<file path="src/rtl/vram_pkg.sv">
// vram_pkg: shared state encoding, default access length and FIFO entry sizing for the VRAM arbiter.
package vram_pkg;
  localparam logic [1:0] StIdle = 2'd0;
  localparam logic [1:0] StRead = 2'd1;
  localparam logic [1:0] StWrite = 2'd2;
  localparam int DefAccCyc = 2;
  typedef enum logic [1:0] {Idle = StIdle, Read = StRead, Write = StWrite} vramState_t;
  function automatic int entryWidth(input int aw, input int dw);
    return aw + dw;
  endfunction
endpackage

</file>
<file path="src/rtl/vram_wr_fifo.sv">
// vram_wr_fifo: synchronous write-request FIFO; a push into a full FIFO is accepted only alongside a pop.
module vram_wr_fifo
  import vram_pkg::*;
#(
  parameter int FDEPTHLOG2 = 2,
  parameter int WIDTH = entryWidth(18, 8)
) (
  input  logic                  ClkIn,
  input  logic                  ResetNIn,
  input  logic                  PushIn,
  input  logic [WIDTH-1:0]      PushDataIn,
  input  logic                  PopIn,
  output logic [WIDTH-1:0]      HeadDataOut,
  output logic                  FullOut,
  output logic                  EmptyOut,
  output logic [FDEPTHLOG2:0]   CountOut
);
  localparam int Depth = 1 << FDEPTHLOG2;
  logic [WIDTH-1:0] mem [Depth];
  logic [FDEPTHLOG2-1:0] rdPtr, wrPtr;
  logic doPush, doPop;
  assign FullOut = CountOut == (FDEPTHLOG2+1)'(Depth);
  assign EmptyOut = CountOut == '0;
  assign doPop = PopIn && !EmptyOut;
  assign doPush = PushIn && (!FullOut || doPop);
  assign HeadDataOut = mem[rdPtr];
  always_ff @(posedge ClkIn) begin
    if (doPush) mem[wrPtr] <= PushDataIn;
  end
  always_ff @(posedge ClkIn) begin
    if (!ResetNIn) begin
      rdPtr <= '0;
      wrPtr <= '0;
      CountOut <= '0;
    end else begin
      if (doPush) wrPtr <= wrPtr + 1'b1;
      if (doPop) rdPtr <= rdPtr + 1'b1;
      CountOut <= CountOut + (FDEPTHLOG2+1)'(doPush) - (FDEPTHLOG2+1)'(doPop);
    end
  end
endmodule

</file>
<file path="src/rtl/vram_arbiter.sv">
// vram_arbiter: shares the single-port video SRAM between buffered command writes and scanout reads.
// Reads win the Idle grant unless the write FIFO is full; every access is followed by one Idle turnaround cycle.
module vram_arbiter
  import vram_pkg::*;
#(
  parameter int AWIDTH = 18,
  parameter int DWIDTH = 8,
  parameter int FDEPTHLOG2 = 2,
  parameter int ACCCYC = DefAccCyc
) (
  input  logic              ClkIn,
  input  logic              ResetNIn,
  input  logic              WrStrobeIn,
  input  logic [AWIDTH-1:0] WrAddrIn,
  input  logic [DWIDTH-1:0] WrDataIn,
  output logic              WrFullOut,
  output logic              WrOverflowOut,
  input  logic              RdReqIn,
  input  logic [AWIDTH-1:0] RdAddrIn,
  output logic              RdAckOut,
  output logic              RdValidOut,
  output logic [DWIDTH-1:0] RdDataOut,
  output logic [AWIDTH-1:0] SramAddrOut,
  output logic [DWIDTH-1:0] SramDataOut,
  output logic              SramDataOeOut,
  input  logic [DWIDTH-1:0] SramDataIn,
  output logic              SramWeNOut,
  output logic              SramOeNOut
);
  localparam int Ew = entryWidth(AWIDTH, DWIDTH);
  localparam int Cw = $clog2(ACCCYC);
  localparam int Depth = 1 << FDEPTHLOG2;
  vramState_t state;
  logic [Cw-1:0] accCnt;
  logic [Ew-1:0] headData;
  logic [FDEPTHLOG2:0] fifoCount;
  logic fifoEmpty, wrGrant, rdGrant, lastCyc, holdCyc, dropWr;
  // A full FIFO forces a write grant so a continuous scanout stream cannot starve the command link.
  assign wrGrant = state == Idle && !fifoEmpty && (fifoCount == (FDEPTHLOG2+1)'(Depth) || !RdReqIn);
  assign rdGrant = state == Idle && !wrGrant && RdReqIn;
  assign lastCyc = accCnt == Cw'(ACCCYC - 1);
  assign holdCyc = accCnt == Cw'(ACCCYC - 2);
  assign dropWr = WrStrobeIn && WrFullOut && !wrGrant;
  vram_wr_fifo #(
    .FDEPTHLOG2(FDEPTHLOG2),
    .WIDTH(Ew)
  ) wrFifo (
    .ClkIn(ClkIn),
    .ResetNIn(ResetNIn),
    .PushIn(WrStrobeIn),
    .PushDataIn({WrAddrIn, WrDataIn}),
    .PopIn(wrGrant),
    .HeadDataOut(headData),
    .FullOut(WrFullOut),
    .EmptyOut(fifoEmpty),
    .CountOut(fifoCount)
  );
  always_ff @(posedge ClkIn) begin
    if (!ResetNIn) begin
      state <= Idle;
      accCnt <= '0;
      SramWeNOut <= 1'b1;
      SramOeNOut <= 1'b1;
      SramDataOeOut <= 1'b0;
      SramAddrOut <= '0;
      SramDataOut <= '0;
      RdAckOut <= 1'b0;
      RdValidOut <= 1'b0;
      RdDataOut <= '0;
      WrOverflowOut <= 1'b0;
    end else begin
      RdAckOut <= 1'b0;
      RdValidOut <= 1'b0;
      if (dropWr) WrOverflowOut <= 1'b1;
      case (state)
        Idle: begin
          accCnt <= '0;
          if (wrGrant) begin
            state <= Write;
            {SramAddrOut, SramDataOut} <= headData;
            SramDataOeOut <= 1'b1;
            SramWeNOut <= 1'b0;
          end else if (rdGrant) begin
            state <= Read;
            SramAddrOut <= RdAddrIn;
            SramOeNOut <= 1'b0;
            RdAckOut <= 1'b1;
          end
        end
        Read: begin
          accCnt <= accCnt + 1'b1;
          if (lastCyc) begin
            state <= Idle;
            SramOeNOut <= 1'b1;
            RdDataOut <= SramDataIn;
            RdValidOut <= 1'b1;
          end
        end
        Write: begin
          accCnt <= accCnt + 1'b1;
          // WeN rises one cycle early so address and data are held across its rising edge.
          if (holdCyc) SramWeNOut <= 1'b1;
          if (lastCyc) begin
            state <= Idle;
            SramDataOeOut <= 1'b0;
          end
        end
        default: state <= Idle;
      endcase
    end
  end
endmodule

</file>
<file path="config.mk">
export PLATFORM = sky130hd
export DESIGN_NAME = vram_arbiter
export DESIGN_NICKNAME = d
export VERILOG_FILES = /design/src/rtl/vram_pkg.sv /design/src/rtl/vram_wr_fifo.sv /design/src/rtl/vram_arbiter.sv
export SDC_FILE = /design/constraint.sdc
export NUM_CORES = 1
export LEC_CHECK = 0
export CORE_MARGIN = 10
export CORE_UTILIZATION = 45
export DETAILED_ROUTE_END_ITERATION = 10
export PLACE_DENSITY_LB_ADDON = 0.08
export SLEW_MARGIN = 40
export SYNTH_ARGS = -nofsm -noshare
export SYNTH_HDL_FRONTEND = slang
export SYNTH_HIERARCHICAL = 1
export SYNTH_SLANG_ARGS = --single-unit
</file>
<file path="constraint.sdc">
create_clock -name ClkIn -period 8.7 [get_ports ClkIn]
set_input_delay 1.74 -clock ClkIn [delete_from_list [all_inputs] [get_ports ClkIn]]
set_output_delay 1.74 -clock ClkIn [all_outputs]
set_load 0.05 [all_outputs]
</file>
[Yosys cells after proc, flatten, opt, wreduce, memory -nomap -nowiden]
Memories as Yosys holds them, arrays and structs flattened. A register that Yosys moved wholly into a read port is not among the register bits.
Index checks and enable logic that the tools add are counted.
Word-level totals
  input port bits: 56
  word-level logic and storage cells: 86
  output and inout port bits: 41
  bits in read-only memories: 0
  RAM bits: 104
  memories: 1
  flip-flop bits (word level): 50
  latch bits: 0
Cells by class
  div/mod/pow operators: 0
  shifts and indexed selects: 0
  bitwise logic cells: 2
  $add $sub $neg: 5
  multiply operators: 0
  mux-type cells: 23
  eq/ne operators: 11
  reduce and logical (&&, ||, !) cells: 30
  order comparisons: 0
Memories
  wrFifo.mem: words 4, bits a word 26, read ports 1, clocked after memory_dff 1, wr ports 1, line vram_wr_fifo.sv:19  | logic [WIDTH-1:0] mem [Depth];
Operators with widths (number)
  2-to-1 mux 18 bit: 2
  2-to-1 mux 1 bit: 11
  2-to-1 mux 2 bit: 5
  inequality test 2 bit (second input constant): 5
  AND reduction 2 bit: 5
  logical AND 1 bit: 8
  case mux 1 bit (2 select lines): 4
  nonzero test 2 bit: 4
  AND reduction 3 bit: 2
  adder 2 x 1 -> 2 bit (second input constant): 2
  zero test 1 bit: 4
  inequality test 2 x 1 -> 1 bit (second input constant): 2
  case mux 2 bit (2 select lines): 1
  AND reduction 4 bit: 1
  adder 3 x 1 -> 3 bit: 1
  == test 3 bit (second input constant): 1
  zero test 3 bit: 1
  inequality test 3 x 2 -> 1 bit (second input constant): 1
  OR reduction 3 bit: 1
  subtractor 3 x 1 -> 3 bit: 1
  == test 2 x 1 -> 1 bit (second input constant): 1
  == test 2 bit (second input constant): 1
  zero test 2 bit: 1
  logical OR 1 bit: 2
  other kinds (3): 4

[Logic depth before layout (Yosys ltp)]
Gate-level depths: netlist of run 1.
  word-level depth: 10
  gate-level depth with buffers: 14
  gate-level depth less buffers: 12

[Cells and area by module]
The synthesis of run 1 kept the hierarchy.
Modules (own cells, without submodules)
  vram_wr_fifo: area each 4255.3 um2, cells each 183, times used 1, sequential area each 3303.2 um2
  vram_arbiter: area each 2133.3 um2, cells each 245, times used 1, sequential area each 860.8 um2

[Least setup slack after synthesis of run 1]
Ideal clock, no wire load.
  path type: in2reg
  start: input RdReqIn
  end: memory wrFifo/mem[0][0] (netlist name) (enable)
  path buffers: 2
  arrival time: 3281 ps
  cell stages on the path: 6
  slack: 5034 ps
  library setup time: 385 ps
  path through: buf_2 > a21oi_4 > buf_6 > inv_1 > a21boi_2 > and2_1
On the way
  word-level cells in the longest chain between the ends: 8
RTL lines
  from (decl): line vram_arbiter.sv:18  | input logic RdReqIn,
  zero test 1 bit: line vram_arbiter.sv:39  | assign wrGrant = state == Idle && !fifoEmpty && (fifoCount == (FDEPTHLOG2+1)'(Depth) || !RdReqIn);
  logical OR 1 bit: line vram_arbiter.sv:39
  logical AND 1 bit: line vram_arbiter.sv:39
  via wrGrant: line vram_arbiter.sv:37  | logic fifoEmpty, wrGrant, rdGrant, lastCyc, holdCyc, dropWr;
  logical AND 1 bit: line vram_wr_fifo.sv:24  | assign doPop = PopIn && !EmptyOut;
  logical OR 1 bit: line vram_wr_fifo.sv:25  | assign doPush = PushIn && (!FullOut || doPop);
  logical AND 1 bit: line vram_wr_fifo.sv:25
  2-to-1 mux 1 bit: line vram_wr_fifo.sv:28  | if (doPush) mem[wrPtr] <= PushDataIn;
  2-to-1 mux 1 bit (not written as such): line vram_wr_fifo.sv:28
  to (decl): line vram_wr_fifo.sv:19
The timed path passes the listed nets, and every way through them passes these cells.

[Worst setup path in the final report of run 1]
  start: input RdReqIn
  end: memory wrFifo/mem[0][20] (netlist name) (enable)
On the way
  word-level cells in the longest chain between the ends: 8
RTL lines (line)
  zero test 1 bit: vram_arbiter.sv:39
  logical OR 1 bit: vram_arbiter.sv:39
  logical AND 1 bit: vram_arbiter.sv:39
  logical AND 1 bit: vram_wr_fifo.sv:24
  logical OR 1 bit: vram_wr_fifo.sv:25
  logical AND 1 bit: vram_wr_fifo.sv:25
  2-to-1 mux 1 bit: vram_wr_fifo.sv:28
  2-to-1 mux 1 bit (not written as such): vram_wr_fifo.sv:28
No other way between the ends.

==> metrics.txt, run 1 <==
Period minus WS final between 4 and 5 ns; post-route setup TNS 0 ns; initial antenna violation count 0; Longest Clk Path Bufs 2; most frequent cells in the layout edfxtp_1, clkdlybuf4s50_1, dfxtp_1, nand2_1, mux4_2; Final setup viols 0; residual DRC count 0; Post-Route WL 14000 um; final worst slack roughly 4.3 ns; CP Max Fanout 22; number of global-route vias before repair between 4k and 5k; worst-skew pair later-pin latency roughly 0.42 ns; sequential area share after synthesis 65.2%; Slew @ Worst Pin around 0.66 ns; DP Wirelength around 9500 um; Post-synth top flop edfxtp_1; arrival time worst endpoint ~4.5 ns; Worst Setup EP wrFifo/mem[0][20]; DR pass1 iterations 4; Mean Syn Cell Area 14.9 sq um; Synth Instances around 430; static leakage about 2.8 nW; reg2reg setup slack approximately 5.4 ns; die width between 100 and 150 um; CTS root buf clkbuf_16; crit path kind in -> reg; core area ~14000 sq um; PortBufs 96; status finished, final reports clean; global route overflow 0; first-pass GRT wire length between 20000 and 25000 um; initial DRC count 266; final core occ between 50% and 60%; Sink Count between 150 and 200; Async SR Flop Fraction 0%; Via density around 5.3; Worst Path Required roughly 8.8 ns; # rows 43; Total Nets Final between 500 and 600; layout cells sized above 1 approximately 14%; DIE AREA between 15000 and 20000 sq um; Ys Warns 6; height of the die around 140 um; CTS tree done; unrepaired setup endpoints after global routing no; Max Slew Vio Count 0; clock transition at the registers of the reported paths around 0.050 ns; Layout area overhead 25.2%; largest net degree at the start of global routing 39; Max-Cap Viols 0; diode count 0; commonest non-fill, non-tap cell in the layout edfxtp_1; HP Class reg -> reg; DP Worst Slack slightly below 4 ns; worst r2r src wrFifo/CountOut[2]; placer congestion estimate about 0.73; DRT antenna net count 0; FF-to-FF End wrFifo/mem[0][20]; total CTS buffers 17; Filler cells ~1.1k; R2R depth 7; flops & latches, synth 156; Crit. Startpoint RdReqIn; Setup Buffers After CTS 0; syn nets approximately 500; htree depth 4; post-CTS sizing 0; Startpoint Class primary input; per-cell routed wire length approximately 20 um; EDFF count, synth approximately 100; final hold violations 0; peak supply drop ~0.15 mV; unique cell type count in the Yosys netlist 42; Max Freq approximately 230 MHz; vias after detailed routing 3809; Initial Util 46.0%; period utilization between 50% and 60%; gr usage total between 10% and 20%; # IOs between 90 and 100; mapped cell area roughly 6400 sq um; cts hold-fix bufs 0; Power Dens Cells 320 nW/um^2; Final Skew 0.0130 ns; crit end category flop; relative slew slack roughly 56%
[report_power, final]
group	switching [mW]	internal [mW]	leakage, nW
Combinational	0.531	0.359	1.13
Clock	0.267	0.384	0.255
Sequential	0.0941	0.922	1.38
[cells in the mapped netlist, types with 3 or more instances]
master     count  share of area, %
mux4_2        26               9.2
nand2_1       44               2.6
ha_1           9               1.8
a2111oi_2      5               1.2
and2_1        12               1.2
a2111oi_0      8               1.1
inv_1         21               1.2
a21oi_1       23               1.8
clkbuf_1      11              0.65
nor2_1         4              0.23
edfxtp_1     104                49
nor3_1        20               1.6
nand2b_1       3              0.29
o2111a_1       6               1.1
dfxtp_1       52                16
mux2i_1       15               2.4
buf_2          6              0.47
buf_6          5              0.88
nor3b_1        5              0.59
xnor2_1        4              0.55
and3b_1       11               1.5
o21ai_0       10              0.78
[cell families (layout without fill, tap and decap cells)]
group                      after synthesis  in the layout  synth area share (%)
AOI/OAI and AO/OA                       62             62                  7.48
DFF                                    156            156                  65.2
muxes                                   41             41                  11.5
and+or+nand+nor                        107            107                  9.13
xor gates and xnor gates                 4              4                 0.548
adders and majority gates               10             10                  2.08
buffers and inverters                   48            158                  4.07
[flip-flops by register name (all words and copies together) (netlist names), 2 cells and up, named ones only]
name,count
wrFifo/mem,104
SramAddrOut,18
RdDataOut,8
SramDataOut,8
wrFifo/CountOut,3
state,2
wrFifo/rdPtr,2
wrFifo/wrPtr,2
[worst min-delay path by stage]
stage                                from               to  slack, ns  cells past startpoint
after floorplan           wrFifo/wrPtr[1]  wrFifo/wrPtr[1]       0.47                      2
after global placement      WrOverflowOut    WrOverflowOut       0.44                      2
after detailed placement    WrOverflowOut    WrOverflowOut       0.45                      2
after CTS                    RdDataOut[1]     RdDataOut[1]       0.46                      2
after global routing        WrOverflowOut    WrOverflowOut       0.48                      2
final                        RdDataOut[2]     RdDataOut[2]       0.46                      2
[critical path, stage by stage]
cell and delay [ns]:
clkdlybuf4s50_1 0.74, a21oi_4 0.62, buf_8 0.25, inv_1 0.07, a21boi_2 0.32, and2_1 0.31
buf_4 0.39
[cell type report]
| cell class | instances | area [sq um] | share of cell area [%] |
|---|---|---|---|
| multi-input cells | 224 | 1970 | 24.6 |
| clock buffers | 20 | 437 | 5.46 |
| flip-flops and latches | 156 | 4170 | 52.1 |
| well taps | 180 | 225 | 2.82 |
| inverters | 21 | 78.8 | 0.985 |
| clock inverters | 11 | 78.8 | 0.985 |
| repair buffers | 106 | 1040 | 13.0 |
[metrics by stage]
stage | instances | hold WS [ns] | cell area, sq um | total power [mW]
after floorplan | 428 | 0.468 | 6390 | 1.67
after global placement | 686 | 0.442 | 7470 | 1.91
after detailed placement | 687 | 0.448 | 7480 | 1.93
after CTS | 718 | 0.458 | 8000 | 2.59
after global routing | 718 | 0.478 | 8000 | 2.70
final | 718 | 0.456 | 8000 | 2.56
[metal layers]
metal	wire (um)	share of wire, %	vias up	global-route usage, %
li1	-	-	1808	-
met1	6250	45	1906	18.7
met2	6910	49	81	23.9
met3	654	4.7	14	4.08
met4	184	1.3	0	4.94
met5	0	0	-	0
Note: power is estimated with default switching activity, not from simulation.
==> inputs of run 2 (changes only) <==
==> constraint.sdc (replaced) <==
create_clock -name ClkIn -period 4.09 [get_ports ClkIn]
set_input_delay 0.818 -clock ClkIn [delete_from_list [all_inputs] [get_ports ClkIn]]
set_output_delay 0.818 -clock ClkIn [all_outputs]
set_load 0.05 [all_outputs]
==> metrics.txt, run 2 (synthesis results as in run 1) <==
Startpoint Class flop; DR pass1 iterations 4 (unchanged); CP Max Fanout 20 (-9.1%); relative slew slack 54.4% (-1.8 points); status finished, final reports clean; Period minus WS final 3.01 ns; vias after detailed routing 3846 (+0.97%); Max-Cap Viols 0 (unchanged); Via density 5.32 (+0.27%); final hold violations 0 (unchanged); total power 5.76 mW (+130%); initial antenna violation count 0 (unchanged); placer congestion estimate 0.746 (+1.9%); Longest Clk Path Bufs 2 (unchanged); Filler cells 1125 (+1.8%); storage element area 4170 sq um (unchanged); Psw 1.96 mW (+120%); arrival time worst endpoint 3.31 ns (-1.16 ns); per-cell routed wire length 19.6 um (+0.48%); total CTS buffers 17 (unchanged); global route overflow 0 (unchanged); Sw Ratio 34.0% (-0.94 points); R2R depth 11 (+4); height of the die 139 um (unchanged); core area 13900 sq um (unchanged); Slew @ Worst Pin 0.682 ns (+0.0263 ns); unrepaired setup endpoints after global routing no; gr usage total 14.6% (-0.16 points); Crit. Startpoint wrFifo/CountOut[1]; layout cells sized above 1 15.5% (+1.7 points); final worst slack 1.08 ns (-3.22 ns); Power Dens Cells 706 nW/um^2 (+120%); Total Nets Final 596 (+0.68%); max reg flops 104 (unchanged); number of global-route vias before repair 3982 (-0.67%); crit path kind reg -> reg; multi-input logic area 1980 sq um (+0.32%); most frequent cells in the layout edfxtp_1, clkdlybuf4s50_1, dfxtp_1, nand2_1, mux4_2; initial DRC count 172 (-35%); diode count 0 (unchanged); Max Slew Vio Count 0 (unchanged); peak supply drop 0.314 mV (+110%); Max Freq 332 MHz; static leakage 2.84 nW (+2.6%); DRT antenna net count 0 (unchanged); post-CTS sizing 0 (unchanged); # rows 43 (unchanged); DP Worst Slack 0.899 ns (-3.01 ns); HP Class reg -> reg; Comb power frac 32.8% (-2.0 points); Sink Count 156 (unchanged); reg2reg setup slack 1.08 ns (-4.29 ns); Worst Path Required 4.39 ns (-4.38 ns); residual DRC count 0 (unchanged); post-route setup TNS 0 ns (unchanged); worst-skew pair later-pin latency 0.41 ns (about the same); CTS root buf clkbuf_16; period utilization 73.6%; final core occ 58.8% (+1.2 points); DIE AREA 19400 sq um (unchanged); FF-to-FF End wrFifo/CountOut[2]; Final Skew 0.00612 ns (-0.00688 ns); cts hold-fix bufs 0 (unchanged); Worst Setup EP wrFifo/CountOut[2]; Reg power frac 37.6% (-2.1 points); Setup Buffers After CTS 0 (unchanged); Initial Util 46.0% (unchanged); largest register by flop count wrFifo/mem; Top Registers wrFifo/mem x104, SramAddrOut x18; # IOs 97 (unchanged); Post-Route WL 14200 um (+1.2%); htree depth 4 (unchanged); worst r2r src wrFifo/CountOut[1]; first-pass GRT wire length 22300 um (-1.8%); Final setup viols 0 (unchanged); DP Wirelength 9460 um (-0.15%); Clock Power Share 29.6% (+4.1 points); clock transition at the registers of the reported paths 0.06 ns (about the same); PortBufs 96 (unchanged); largest net degree at the start of global routing 38 (-2.6%); crit end category flop; die width 139 um (unchanged); Layout area overhead 27.7%; commonest non-fill, non-tap cell in the layout edfxtp_1; CTS tree done; Internal Pwr Total 3.81 mW (+130%)
## run 2: cell count changes in the layout (fill, tap and decap cells not counted)
cell	change
buf_4	+5
bufinv_16	+4
clkinv_2	-4
clkinv_1	-3
clkbuf_1	-2
clkinv_4	+2
clkinvlp_4	+2
inv_6	+2
buf_8	-1
nor3_2	-1
nor3_4	+1
## run 2: power groups by stage
| stage | Sequential (mW) | Combinational (mW) | Clock (mW) |
|---|---|---|---|
| after floorplan | 2.51 | 1.05 | 0 |
| after global placement | 2.19 | 1.87 | 0 |
| after detailed placement | 2.21 | 1.90 | 0 |
| after CTS | 2.18 | 1.92 | 1.73 |
| after global routing | 2.21 | 2.03 | 1.80 |
| final | 2.17 | 1.89 | 1.71 |
## run 2: layer usage
layer  GRT usage [%]  up-vias  routed length (um)
met4            5.60        0                 181
met3            4.14       13                 526
met1            17.0     1931                6200
li1                -     1822                   -
met2            24.9       80                7260
met5               0        -                   0
## run 2: how the worst min path moves through the flow
stage | startpoint | endpoint | slack (ns) | depth (start not counted)
2_1_floorplan | wrFifo/wrPtr[1] | wrFifo/wrPtr[1] | 0.47 | 2
3_3_place_gp | WrOverflowOut | WrOverflowOut | 0.44 | 2
3_5_place_dp | RdDataOut[1] | RdDataOut[1] | 0.45 | 2
4_1_cts | RdDataOut[1] | RdDataOut[1] | 0.45 | 2
5_1_grt | RdDataOut[2] | RdDataOut[2] | 0.47 | 2
6_report | RdDataOut[1] | RdDataOut[1] | 0.45 | 2
## run 2: layout make-up
cell class | count | area share, %
sequential | 156 | 51.1
multi-input combinational | 224 | 24.2
timing repair buffer | 110 | 13.1
clock buffer | 18 | 5.26
tap | 180 | 2.76
clock inverter | 14 | 2.67
inverter | 21 | 0.966
## run 2: critical path, cell delays in order, from the launching register on
cell      delay [ns]
dfxtp_1         0.42
nor3_4          0.64
nand2b_1        0.24
a21oi_4         0.05
o31ai_2         0.11
or2_1           0.21
a21bo_1         0.22
ha_1            0.21
fa_1            0.38
xnor2_1         0.15
xnor2_1         0.14
and2_1          0.16
## run 2: through the flow
| step | hold slack, ns | instance area (sq um) | instances |
|---|---|---|---|
| after floorplan | 0.468 | 6390 | 428 |
| after global placement | 0.441 | 7500 | 690 |
| after detailed placement | 0.445 | 7510 | 691 |
| after CTS | 0.454 | 8160 | 723 |
| after global routing | 0.472 | 8160 | 723 |
| final | 0.451 | 8160 | 723 |
